===== config.mk =====
export PLATFORM = sky130hd
export DESIGN_NAME = seven_segment_scanner
export DESIGN_NICKNAME = d
export VERILOG_FILES = /design/src/rtl/seven_segment_scanner_pkg.sv /design/src/rtl/seven_segment_scanner_hex_to_seg.sv /design/src/rtl/seven_segment_scanner.sv
export SDC_FILE = /design/constraint.sdc
export NUM_CORES = 1
export LEC_CHECK = 0
export CORE_MARGIN = 2
export CORE_UTILIZATION = 35
export DETAILED_ROUTE_END_ITERATION = 6
export GPL_TIMING_DRIVEN = 0
export HOLD_SLACK_MARGIN = 0.02
export PLACE_DENSITY = 0.58
export SLEW_MARGIN = 30
export SYNTH_ARGS = -nofsm -noshare
export SYNTH_HDL_FRONTEND = slang
export SYNTH_SLANG_ARGS = --single-unit

===== constraint.sdc =====
create_clock -name CLK -period 2.6 [get_ports CLK]
set_clock_uncertainty 0.1 [all_clocks]
set_input_delay 0.65 -clock CLK [delete_from_list [all_inputs] [get_ports CLK]]
set_output_delay 0.65 -clock CLK [all_outputs]
set_load 0.05 [all_outputs]

===== src/rtl/seven_segment_scanner_pkg.sv =====
// -----------------------------------------------------------------------------
// seven_segment_scanner_pkg
// Shared display definitions: segment bit positions, the standard hex-to-
// segment decode table (active-high, bit0 = a ... bit6 = g) and a decode
// helper, for use by any block driving seven-segment displays.
// -----------------------------------------------------------------------------
package seven_segment_scanner_pkg;

   typedef logic [6:0] seg_t;

   localparam int SEG_A = 0;
   localparam int SEG_B = 1;
   localparam int SEG_C = 2;
   localparam int SEG_D = 3;
   localparam int SEG_E = 4;
   localparam int SEG_F = 5;
   localparam int SEG_G = 6;

   // Entry [n] is the active-high pattern for hex digit n (leftmost is F).
   localparam logic [15:0][6:0] HEX_SEG_LUT = {
      7'h71,   // F  a e f g
      7'h79,   // E  a d e f g
      7'h5E,   // d  b c d e g
      7'h39,   // C  a d e f
      7'h7C,   // b  c d e f g
      7'h77,   // A  a b c e f g
      7'h6F,   // 9  a b c d f g
      7'h7F,   // 8  all
      7'h07,   // 7  a b c
      7'h7D,   // 6  a c d e f g
      7'h6D,   // 5  a c d f g
      7'h66,   // 4  b c f g
      7'h4F,   // 3  a b c d g
      7'h5B,   // 2  a b d e g
      7'h06,   // 1  b c
      7'h3F    // 0  a b c d e f
   };

   function automatic seg_t seg_decode(input logic [3:0] nib);
      return HEX_SEG_LUT[nib];
   endfunction

endpackage


===== src/rtl/seven_segment_scanner_hex_to_seg.sv =====
// -----------------------------------------------------------------------------
// hex_to_seg
// Combinational hex nibble to seven-segment decoder, active-high output.
// Ports:
//   i_nibble  4-bit hex value
//   o_seg     7-bit segment pattern, bit0 = a ... bit6 = g, 1 = lit
// -----------------------------------------------------------------------------
module hex_to_seg
   import seven_segment_scanner_pkg::*;
(
   input  logic [3:0] i_nibble,
   output logic [6:0] o_seg
);

   assign o_seg = seg_decode(i_nibble);

endmodule


===== src/rtl/seven_segment_scanner.sv =====
// -----------------------------------------------------------------------------
// seven_segment_scanner
// Time-multiplexed driver for DIGITS seven-segment digits. A prescaler holds
// each digit lit for DIV clocks, with GUARD clocks of all-anodes-off at the
// start of each slot to prevent ghosting. New values are loaded into a
// staging copy and only moved to the display copy at the frame boundary
// (last digit -> digit 0), so a frame never mixes old and new data.
// Ports:
//   CLK      system clock, rising edge
//   RST_X    asynchronous active-low reset
//   VALUE    4 bits per digit, nibble 0 = rightmost digit = anode 0
//   DP       decimal point per digit, 1 = lit
//   BLANK    per-digit blank, 1 = dark (DP included)
//   LOAD     single-cycle capture strobe for VALUE/DP/BLANK
//   PENDING  staged data waiting for the next frame boundary
//   LED_AN   anode enables
//   LED_SEG  segments a..g (bit0 = a)
//   LED_DP   decimal point
// Outputs are active-low when ACTIVE_LOW = 1; all internal logic is
// active-high.
// -----------------------------------------------------------------------------
module seven_segment_scanner
   import seven_segment_scanner_pkg::*;
#(
   parameter int DIGITS     = 4,
   parameter int DIV        = 50000,
   parameter int GUARD      = 16,
   parameter int ACTIVE_LOW = 1
)
(
   input  logic                  CLK,
   input  logic                  RST_X,
   input  logic [4*DIGITS-1:0]   VALUE,
   input  logic [DIGITS-1:0]     DP,
   input  logic [DIGITS-1:0]     BLANK,
   input  logic                  LOAD,
   output logic                  PENDING,
   output logic [DIGITS-1:0]     LED_AN,
   output logic [6:0]            LED_SEG,
   output logic                  LED_DP
);

   localparam int PW = (DIV > 1) ? $clog2(DIV) : 1;
   localparam int IW = (DIGITS > 1) ? $clog2(DIGITS) : 1;

   // scan timing
   logic [PW-1:0]         r_presc;
   logic [IW-1:0]         r_idx;
   logic                  w_presc_wrap;
   logic                  w_frame_wrap;
   logic                  w_guard;

   // staging and display copies
   logic [4*DIGITS-1:0]   r_stg_value;
   logic [DIGITS-1:0]     r_stg_dp;
   logic [DIGITS-1:0]     r_stg_blank;
   logic [4*DIGITS-1:0]   r_disp_value;
   logic [DIGITS-1:0]     r_disp_dp;
   logic [DIGITS-1:0]     r_disp_blank;
   logic                  r_pending;
   logic                  r_live;

   // current-digit selection
   logic [3:0]            w_cur_nib;
   logic                  w_cur_dp;
   logic                  w_cur_blank;
   logic [6:0]            w_dec_seg;
   logic [DIGITS-1:0]     w_an_next;
   logic [6:0]            w_seg_next;
   logic                  w_dp_next;

   // output registers (active-high)
   logic [DIGITS-1:0]     r_an;
   logic [6:0]            r_seg;
   logic                  r_dp;

   assign w_presc_wrap = (r_presc == PW'(DIV - 1));
   assign w_frame_wrap = w_presc_wrap && (r_idx == IW'(DIGITS - 1));
   assign w_guard      = (r_presc < PW'(GUARD));

   always_ff @(posedge CLK or negedge RST_X) begin
      if (!RST_X) begin
         r_presc <= '0;
         r_idx   <= '0;
      end else if (w_presc_wrap) begin
         r_presc <= '0;
         r_idx   <= (r_idx == IW'(DIGITS - 1)) ? '0 : r_idx + IW'(1);
      end else begin
         r_presc <= r_presc + PW'(1);
      end
   end

   // LOAD always overwrites staging; a LOAD on the transfer cycle still lets
   // the previous staging contents move to the display (old values sampled).
   always_ff @(posedge CLK or negedge RST_X) begin
      if (!RST_X) begin
         r_stg_value  <= '0;
         r_stg_dp     <= '0;
         r_stg_blank  <= '1;
         r_disp_value <= '0;
         r_disp_dp    <= '0;
         r_disp_blank <= '1;
         r_pending    <= 1'b0;
         r_live       <= 1'b0;
      end else begin
         if (LOAD) begin
            r_stg_value <= VALUE;
            r_stg_dp    <= DP;
            r_stg_blank <= BLANK;
         end
         if (w_frame_wrap && r_pending) begin
            r_disp_value <= r_stg_value;
            r_disp_dp    <= r_stg_dp;
            r_disp_blank <= r_stg_blank;
            r_live       <= 1'b1;
         end
         if (LOAD)
            r_pending <= 1'b1;
         else if (w_frame_wrap)
            r_pending <= 1'b0;
      end
   end

   // Anodes stay dark until the first real transfer after reset.
   always_comb begin
      w_cur_nib   = '0;
      w_cur_dp    = 1'b0;
      w_cur_blank = 1'b1;
      w_an_next   = '0;
      for (int d = 0; d < DIGITS; d++) begin
         if (r_idx == IW'(d)) begin
            w_cur_nib    = r_disp_value[4*d +: 4];
            w_cur_dp     = r_disp_dp[d];
            w_cur_blank  = r_disp_blank[d];
            w_an_next[d] = r_live && !w_guard;
         end
      end
   end

   hex_to_seg u_hex_to_seg (
      .i_nibble (w_cur_nib),
      .o_seg    (w_dec_seg)
   );

   assign w_seg_next = (w_cur_blank || !r_live) ? 7'h00 : w_dec_seg;
   assign w_dp_next  = w_cur_dp && !w_cur_blank && r_live;

   always_ff @(posedge CLK or negedge RST_X) begin
      if (!RST_X) begin
         r_an  <= '0;
         r_seg <= '0;
         r_dp  <= 1'b0;
      end else begin
         r_an  <= w_an_next;
         r_seg <= w_seg_next;
         r_dp  <= w_dp_next;
      end
   end

   // Polarity is applied only at the pins.
   assign LED_AN  = (ACTIVE_LOW != 0) ? ~r_an  : r_an;
   assign LED_SEG = (ACTIVE_LOW != 0) ? ~r_seg : r_seg;
   assign LED_DP  = (ACTIVE_LOW != 0) ? ~r_dp  : r_dp;
   assign PENDING = r_pending;

endmodule


### After elaboration in Yosys (flattened, before gate mapping)

Memories as Yosys holds them, arrays and structs flattened.
Index checks and enable logic that the tools add are counted.

* bits in read-only memories: 112
* bits in registers: 80
* memories: 1
* logic and storage cells: 58

* $add $sub $neg: 2
* reduce and logical (&&, ||, !) cells: 11
* bitwise gates (word level): 3
* magnitude comparators: 2
* eq/ne operators: 4
* multiplexer cells: 22

Memory list
* (no name shown): words 16, bits a word 7, rd ports 1, clocked after memory_dff 0, wr ports 0, RTL line seven_segment_scanner_pkg.sv:40 `return HEX_SEG_LUT[nib];`

Operator list (count)
* adder 16 x 1 -> 16 bit, second input constant: 1
* equality test 16 bit, second input constant: 1
* less-than comparator 16 x 5 -> 1 bit, second input constant: 1
* 2-to-1 mux 16 bit: 1
* 2-to-1 mux 4 bit: 4
* 2-to-1 mux 1 bit: 14
* 2-to-1 mux 7 bit: 2
* NOT 7 bit: 1
* logical AND 1 bit: 5
* less-than comparator 4 x 5 -> 1 bit, second input constant: 1
* equality test 2 bit, second input constant: 2
* NOT 4 bit: 1
* zero test 1 bit: 3
* adder 2 x 1 -> 2 bit, second input constant: 1
* equality test 2 x 1 -> 1 bit, second input constant: 1
* zero test 2 bit: 1
* 2-to-1 mux 2 bit: 1
* nonzero test 2 bit: 1
* logical OR 1 bit: 1
* NOT 1 bit: 1

### Logic depth before layout (Yosys ltp)

Gate-level depths: netlist of run 1.

* depth in word-level cells: 8
* depth in mapped cells: 11
* depth with buffers taken out: 10

### Hierarchy

Synthesis of run 1 repeated with hierarchy kept, for this count alone.

* cell total of the unflattened synthesis: 302
* area, all modules: 3739.8 um2

Modules (own cells, without submodules)
* seven_segment_scanner: instances 1, area each 3452.1 um2, cells each 269
* hex_to_seg: instances 1, area each 287.8 um2, cells each 33

### Worst setup path after synthesis of run 1

Ideal clock, no wire load.

* path type: reg2reg
* start point: register r_idx[1]
* end point: register r_seg[0]
* arrival: 2.372 ns
* buffers on the path: 1
* stages on the path, launching flop included: 12
* period minus slack after synthesis: 2.545 ns
* setup time: 0.073 ns
* setup slack: 0.055 ns
* cell sequence: dfrtp_1 inv_1 ha_1 buf_2 nor2b_1 a22o_1 o31ai_1 inv_1 ha_1 or3_1 o221a_2 nor2_1

* cells in the longest elaborated chain, start to end: 8

RTL lines
* from (decl): RTL line seven_segment_scanner.sv:48 `logic [IW-1:0] r_idx;`
* from (signal assigned): RTL line seven_segment_scanner.sv:87 `r_idx <= (r_idx == IW'(DIGITS - 1)) ? '0 : r_idx + IW'(1);`
* zero test 2 bit: RTL line seven_segment_scanner.sv:131 `if (r_idx == IW'(d)) begin`
* 2-to-1 mux 4 bit (4 in a row): RTL line seven_segment_scanner.sv:131
* memory read (16 x 7 bit)
* 2-to-1 mux 7 bit (implied by the code): RTL line seven_segment_scanner_pkg.sv:40
* 2-to-1 mux 7 bit *: RTL line seven_segment_scanner.sv:145 `assign w_seg_next = (w_cur_blank || !r_live) ? 7'h00 : w_dec_seg;`
* via w_seg_next[0]: RTL line seven_segment_scanner.sv:69 `logic [6:0] w_seg_next;`
* to (signal assigned): RTL line seven_segment_scanner.sv:155 `r_seg <= w_seg_next;`
* to (decl): RTL line seven_segment_scanner.sv:74 `logic [6:0] r_seg;`

Mark *: on every way through the listed nets, which the timed path passes. The rest lies on a longest branch. The select of a mux whose other input is x is not followed.
A chain may end at the register's enable or synchronous reset.

### Worst setup path after layout of run 1

* start point: register r_idx[0]
* end point: register r_seg[0]

Same word-level chain as after synthesis.

==> results.sh, run 1 <==
export IMPL_antenna_cells=0
export IMPL_cts_buffers=9
export IMPL_hpwlAfterDp_microns=4731
export IMPL_first_pass_iters=4
export IMPL_yosysWarnings=0
export IMPL_timing_slew_headroom=0.4822
export IMPL_clock_root_buffer="clkbuf_8"
export IMPL_drc=0
export IMPL_htreeDepth=3
export IMPL_clock_sinks=80
export IMPL_antenna_found_initial=0
export IMPL_cts_tree="built"
export IMPL_area_growth_pct=23.14
export IMPL_synthTopCellsByArea="dfrtp_1 49%, mux2_2 8.8%, mux2_4 7.7%, dfstp_2 5.7%, ha_1 3.7%"
export IMPL_wirelength_microns=6620
export IMPL_grt_pass1_wl_microns=11820
export IMPL_ir_drop_mv=0.2755
export IMPL_setup_viol=0
export IMPL_criticalPathCategory="reg2reg"
export IMPL_synth_seq_area_share=0.5447
export IMPL_slew_violations=0
export IMPL_die_h_microns=106.7
export IMPL_worst_slew_pin_slew_ns=0.7721
export IMPL_rows=37
export IMPL_crit_chain="inv_1, ha_2, nor2b_1, a22o_1, o31ai_4, inv_2, ha_1, or3_1, o221a_2, nor2_1"
export IMPL_synth_area_sq_um=3694
export IMPL_vias=2276
export IMPL_coreArea_sq_um=10280
export IMPL_drv_cap=0
export IMPL_grt_total_usage=0.1314
export IMPL_period_needed_ns=2.424
export IMPL_syn_inst=296
export IMPL_die_w_microns=106.7
export IMPL_critPathMaxFanout=5
export IMPL_final_hold_viol_count=0
export IMPL_cts_buffer_depth=2
export IMPL_synthDistinctLibCells=42
export IMPL_n_fill_cell=1009
export IMPL_timing_fmax_mhz=412.5
export IMPL_finalCritPeriodShare=0.9325
export IMPL_placed_area_sq_um=4273
export IMPL_grt_remaining_overflow=0
export IMPL_wl_per_cell_microns=13.54
export IMPL_p_leak_nw=2.012
export IMPL_final_cell_mix="72 x dfrtp_1, 37 x clkdlybuf4s50_1, 29 x mux2_2"
export IMPL_synth_enable_flop_cells=0
export IMPL_cp_end_kind="flip-flop"
export IMPL_mostFrequentLayoutCell="dfrtp_1"
export IMPL_drive_gt1_frac=0.2635
export IMPL_grt_max_degree=54
export IMPL_power_density_nw_per_um2=530.4
export IMPL_initial_core_util=0.3594
export IMPL_ant_nets=0
export IMPL_status="finished, final reports clean"
export IMPL_clkTransAtPathRegs_ns=0.09
export IMPL_holdCritPathClass="in2async"
export IMPL_synth_top_flop_cell="dfrtp_1"
export IMPL_ys_seq_elements=80
export IMPL_yosys_area_top_type="dfrtp_1"
export IMPL_drt_iter0_drc=96
export IMPL_worstPathRequired_ns=2.76
export IMPL_syn_mean_instance_area_sq_um=12.48
export IMPL_rsz0062_at_grt="false"
export IMPL_design_area_sq_um=4548
export IMPL_finalNetCount=386
export IMPL_vias_per_cell=4.654
export IMPL_clk_latency_ns=0.35
export IMPL_slowest_stage="dfrtp_1"
export IMPL_place_gp_congestion=0.7334
export IMPL_critPathMaxStageDelay_ns=0.39
export IMPL_arrival_ns=2.59
export IMPL_power_w=0.002412
export IMPL_grt_pass1_vias=2358
export IMPL_pin_count=40
export IMPL_async_reset_ff_frac=1.000
export IMPL_dieArea_sq_um=11390
export IMPL_port_buffers=38
export IMPL_startpoint_type="flip-flop"
export IMPL_synth_top_area_frac=0.4878
export IMPL_syn_nets=334
## report_power, final
part | switching (W) | leakage (nW) | internal (W)
logic | 0.0000443 | 0.884 | 0.0000718
registers | 0.0000205 | 1.02 | 0.00129
clock network | 0.000448 | 0.104 | 0.000542
## path summary, 6_finish.rpt
check | from | end | depth (start not counted) | slack, ns
hold / removal | RST_X | r_disp_dp[2] | 1 | 0.06
setup reg to reg | r_idx[0] | r_seg[0] | 10 | 0.18
setup / recovery | r_idx[0] | r_seg[0] | 10 | 0.18
min in group CLK | r_presc[0] | r_presc[0] | 1 | 0.39
hold reg to reg | r_presc[0] | r_presc[0] | 1 | 0.39
max in group asynchronous | RST_X | r_disp_blank[3] | 2 | 1.76
## kinds of logic (layout without fill, tap and decap cells)
kind of cell / count (synthesis) / after routing / synth area share
flip-flops: 80 / 80 / 0.5447
XOR/XNOR: 15 / 15 / 0.03557
buffers and inverters: 34 / 91 / 0.03997
AND/OR/NAND/NOR: 76 / 76 / 0.1152
multiplexers: 49 / 49 / 0.1684
AO/OA/AOI/OAI: 31 / 31 / 0.05895
adder cells (fa/ha/maj): 11 / 11 / 0.03726
## routing by layer
layer | up-vias | GRT usage | share of wire
met5 | - | 0 | 0
met4 | 0 | 0.03711 | 0.011
met3 | 7 | 0.03222 | 0.037
met2 | 43 | 0.1984 | 0.45
met1 | 1108 | 0.1882 | 0.50
li1 | 1118 | - | -
## cell usage after synthesis, types with 2 or more instances
library cell  number
mux2_2            29
nor3_1             7
a21oi_1            6
nand2_1           15
buf_2              4
and2_1             4
nand4_1            2
o21ai_0            4
clkbuf_1           4
a221oi_1           3
xor2_1             5
nand3_1            6
nor2b_1            8
and3_1             2
nor3b_1            3
mux2_4            19
dfstp_2            8
xnor2_1           10
a211oi_1          10
nand3b_1           3
nand2b_1           2
buf_6              2
inv_1             23
and4_1             2
ha_1              11
dfrtp_1           72
nor2_1            17
## registers in the layout (all words and copies together) (netlist names)
name	count
PENDING	1
r_disp_value	16
r_live	1
r_presc	16
r_idx	2
r_stg_value	16
r_disp_blank	4
r_an	4
r_dp	1
r_stg_dp	4
r_disp_dp	4
r_stg_blank	4
r_seg	7
## critical path: cells and delay by family, from the launching register on
kind                       cells  cell delay (ns)
DFF                            1             0.39
and+or+nand+nor                3             0.63
AOI/OAI and AO/OA              3             0.58
buffers and inverters          2             0.19
adders and majority gates      2             0.45
## through the flow
step / hold slack [ns] / setup TNS [ns] / utilization / instances / worst slack, ns
2_1_floorplan: 0.2544 / 0 / - / 296 / 0.05462
3_5_place_dp: 0.3765 / -1.511 / 0.4158 / 471 / -0.4434
4_1_cts: 0.06345 / 0 / 0.4402 / 489 / 0.01152
3_3_place_gp: 0.3654 / -156.75 / 0.4130 / 470 / -2.040
6_report: 0.06075 / 0 / 0.4425 / 489 / 0.1755
5_1_grt: 0.05951 / 0 / 0.4425 / 489 / 0.03912
## repair_timing
| action | CTS | global route |
|---|---|---|
| hold buffers | 0 | 0 |
| setup endpoints to repair | 7 | 5 |
| gates cloned | 0 | 0 |
| resized for setup | 6 | 11 |
| pin swaps | 2 | 1 |
| buffers inserted | 2 | 0 |
## cell type report
| type | count | area, sq um | area share |
|---|---|---|---|
| plain buffers | 11 | 77.57 | 0.01706 |
| clock buffers | 11 | 131.4 | 0.02889 |
| clock inverters | 5 | 81.33 | 0.01788 |
| inverters | 23 | 86.33 | 0.01898 |
| multi-input cells | 182 | 1565 | 0.3442 |
| flip-flops and latches | 80 | 2012 | 0.4424 |
| well taps | 136 | 170.2 | 0.03741 |
| repair buffers | 41 | 424.2 | 0.09326 |
(Power assumes the default switching activity.)
==> run 2, diff against run 1 <==
--- a/config.mk
+++ b/config.mk
@@ -5,12 +5,12 @@
 export SDC_FILE = /design/constraint.sdc
 export NUM_CORES = 1
 export LEC_CHECK = 0
-export CORE_MARGIN = 2
-export CORE_UTILIZATION = 35
+export CORE_MARGIN = 1.5
+export CORE_UTILIZATION = 51
 export DETAILED_ROUTE_END_ITERATION = 6
 export GPL_TIMING_DRIVEN = 0
 export HOLD_SLACK_MARGIN = 0.02
-export PLACE_DENSITY = 0.58
+export PLACE_DENSITY = 0.78
 export SLEW_MARGIN = 30
 export SYNTH_ARGS = -nofsm -noshare
 export SYNTH_HDL_FRONTEND = slang
==> constraint.sdc (replaced) <==
create_clock -name CLK -period 2.6 [get_ports CLK]
set_clock_uncertainty 0.1 [all_clocks]
set_input_delay 0.65 -clock CLK [delete_from_list [all_inputs] [get_ports CLK]]
set_output_delay 0.65 -clock CLK [all_outputs]
set_load 0.005 [all_outputs]
==> results.sh, run 2 (same netlist as run 1, synthesis figures left out) <==
export IMPL_status="finished, final reports clean"
export IMPL_worstPathRequired_ns=2.78
export IMPL_drive_gt1_frac=0.2635
export IMPL_clkTransAtPathRegs_ns=0.08
export IMPL_critPathMaxFanout=10
export IMPL_timing_fmax_mhz=407.1
export IMPL_cts_hold_buf=0
export IMPL_seqCellArea_sq_um=2012
export IMPL_grt_pass1_wl_microns=11060
export IMPL_fin_ws_ns=0.1436
export IMPL_cp_end_kind="flip-flop"
export IMPL_area_growth_pct=21.68
export IMPL_clock_root_buffer="clkbuf_8"
export IMPL_finalCritPeriodShare=0.9448
export IMPL_wl_per_cell_microns=14.17
export IMPL_finalHoldWorstSlack_ns=0.1196
export IMPL_place_gp_congestion=0.8068
export IMPL_n_fill_cell=534
export IMPL_pin_count=40
export IMPL_port_buffers=38
export IMPL_design_area_sq_um=4494
export IMPL_antenna_cells=0
export IMPL_reg2reg_from="r_idx[0]"
export IMPL_first_pass_iters=4
export IMPL_vias=2310
export IMPL_drv_cap=0
export IMPL_slew_violations=0
export IMPL_placed_area_sq_um=4219
export IMPL_grt_max_degree=52
export IMPL_ant_nets=0
export IMPL_grt_total_usage=0.1903
export IMPL_cts_buffers=9
export IMPL_final_cell_mix="72 x dfrtp_1, 37 x clkdlybuf4s50_1, 29 x mux2_2"
export IMPL_holdCritPathClass="in2async"
export IMPL_rows=30
export IMPL_rr_worst_depth=10
export IMPL_reg_largest_list="r_disp_value (16), r_presc (16), r_stg_value (16)"
export IMPL_clk_latency_ns=0.35
export IMPL_worst_slew_pin_slew_ns=0.8155
export IMPL_die_h_microns=88.10
export IMPL_die_w_microns=88.10
export IMPL_vias_per_cell=5.145
export IMPL_rrSetupSlack_ns=0.14
export IMPL_p_leak_nw=2.019
export IMPL_dieArea_sq_um=7762
export IMPL_timing_slew_headroom=0.4531
export IMPL_mostFrequentLayoutCell="dfrtp_1"
export IMPL_coreArea_sq_um=6907
export IMPL_clock_sinks=80
export IMPL_multi_input_area_sq_um=1567
export IMPL_grt_pass1_vias=2325
export IMPL_drt_iter0_drc=135
export IMPL_cts_buffer_depth=2
export IMPL_finalNetCount=386
export IMPL_drc=0
export IMPL_power_w=0.002395
export IMPL_criticalPathCategory="reg2reg"
export IMPL_grt_remaining_overflow=0
export IMPL_startpoint_type="flip-flop"
export IMPL_initial_core_util=0.5348
export IMPL_power_density_nw_per_um2=533.0
export IMPL_htreeDepth=3
export IMPL_final_hold_viol_count=0
export IMPL_place_ws_ns=-0.4167
export IMPL_arrival_ns=2.63
export IMPL_cts_tree="built"
export IMPL_period_needed_ns=2.456
export IMPL_setup_viol=0
export IMPL_antenna_found_initial=0
export IMPL_ir_drop_mv=0.2985
export IMPL_r2r_end="r_seg[0]"
export IMPL_wirelength_microns=6363
export IMPL_hpwlAfterDp_microns=4517
==> run 2: cell count changes in the layout (fill, tap and decap cells not counted), sizes merged <==
| cell | previous run | this run |
|---|---|---|
| clkinvlp | 1 | 0 |
| bufinv | 2 | 1 |
| clkinv | 2 | 1 |
| clkbuf | 16 | 18 |
| buf | 10 | 11 |
==> run 2: cell type report <==
type,count,area share
Tap cell,96,0.02673
Timing Repair Buffer,41,0.09354
Clock inverter,2,0.007795
Clock buffer,14,0.04065
Inverter,23,0.01921
Buffer,11,0.01587
Multi-Input combinational cell,182,0.3486
Sequential cell,80,0.4477
==> run 2: worst max path at each step <==
| stage | depth (start not counted) | slack [ns] | end | start |
|---|---|---|---|---|
| 2_1_floorplan | 11 | 0.05 | r_seg[0] | r_idx[1] |
| 5_1_grt | 10 | -0.007 | r_seg[3] | r_idx[0] |
| 4_1_cts | 11 | 0.02 | r_seg[0] | r_idx[1] |
| 3_3_place_gp | 1 | -1.90 | r_stg_value[13] | RST_X |
| 6_report | 10 | 0.14 | r_seg[0] | r_idx[0] |
| 3_5_place_dp | 11 | -0.42 | r_seg[0] | r_idx[1] |
==> run 2: critical path: stages (launching register included) <==
cell and delay (ns):
dfrtp_1 0.38, inv_1 0.10, ha_1 0.24, buf_4 0.19, a211oi_1 0.30, a221oi_2 0.14, buf_4 0.17, ha_2 0.20
or3_1 0.36, o221a_2 0.12, nor2_1 0.07
==> run 2: power breakdown <==
group          total (W)  internal [W]  switching [W]
clock           0.000974      0.000548       0.000426
sequential       0.00131       0.00129      0.0000197
combinational   0.000115     0.0000713      0.0000442
==> run 2: timing repair <==
action / 4_1_cts / 5_1_grt
setup endpoints to repair: 7 / 5
gates cloned: 0 / 0
buffers inserted: 1 / 1
gates resized for setup: 6 / 7
pin swaps: 1 / 2
==> run 2: layer usage <==
layer	vias to the layer above	wire, microns	track usage
li1	1125	-	-
met5	-	0	0
met1	1119	3059	0.2543
met3	12	231	0.04241
met4	0	131	0.08807
met2	54	2940	0.2970
==> run 2: metrics by stage <==
stage          std cells    util   TNS [ns]
4_1_cts              448  0.6473          0
2_1_floorplan        296       -          0
6_report             449  0.6507          0
3_3_place_gp         430  0.6072    -145.57
5_1_grt              449  0.6507  -0.007386
3_5_place_dp         431  0.6109     -1.360
==> run 3, diff against run 2 <==
--- a/config.mk
+++ b/config.mk
@@ -11,7 +11,7 @@
 export GPL_TIMING_DRIVEN = 0
 export HOLD_SLACK_MARGIN = 0.02
 export PLACE_DENSITY = 0.78
-export SLEW_MARGIN = 30
+export SLEW_MARGIN = 25
 export SYNTH_ARGS = -nofsm -noshare
 export SYNTH_HDL_FRONTEND = slang
 export SYNTH_SLANG_ARGS = --single-unit
==> results of run 3 <==
No change in the layout: final DEF, timing and power equal those of run 2.
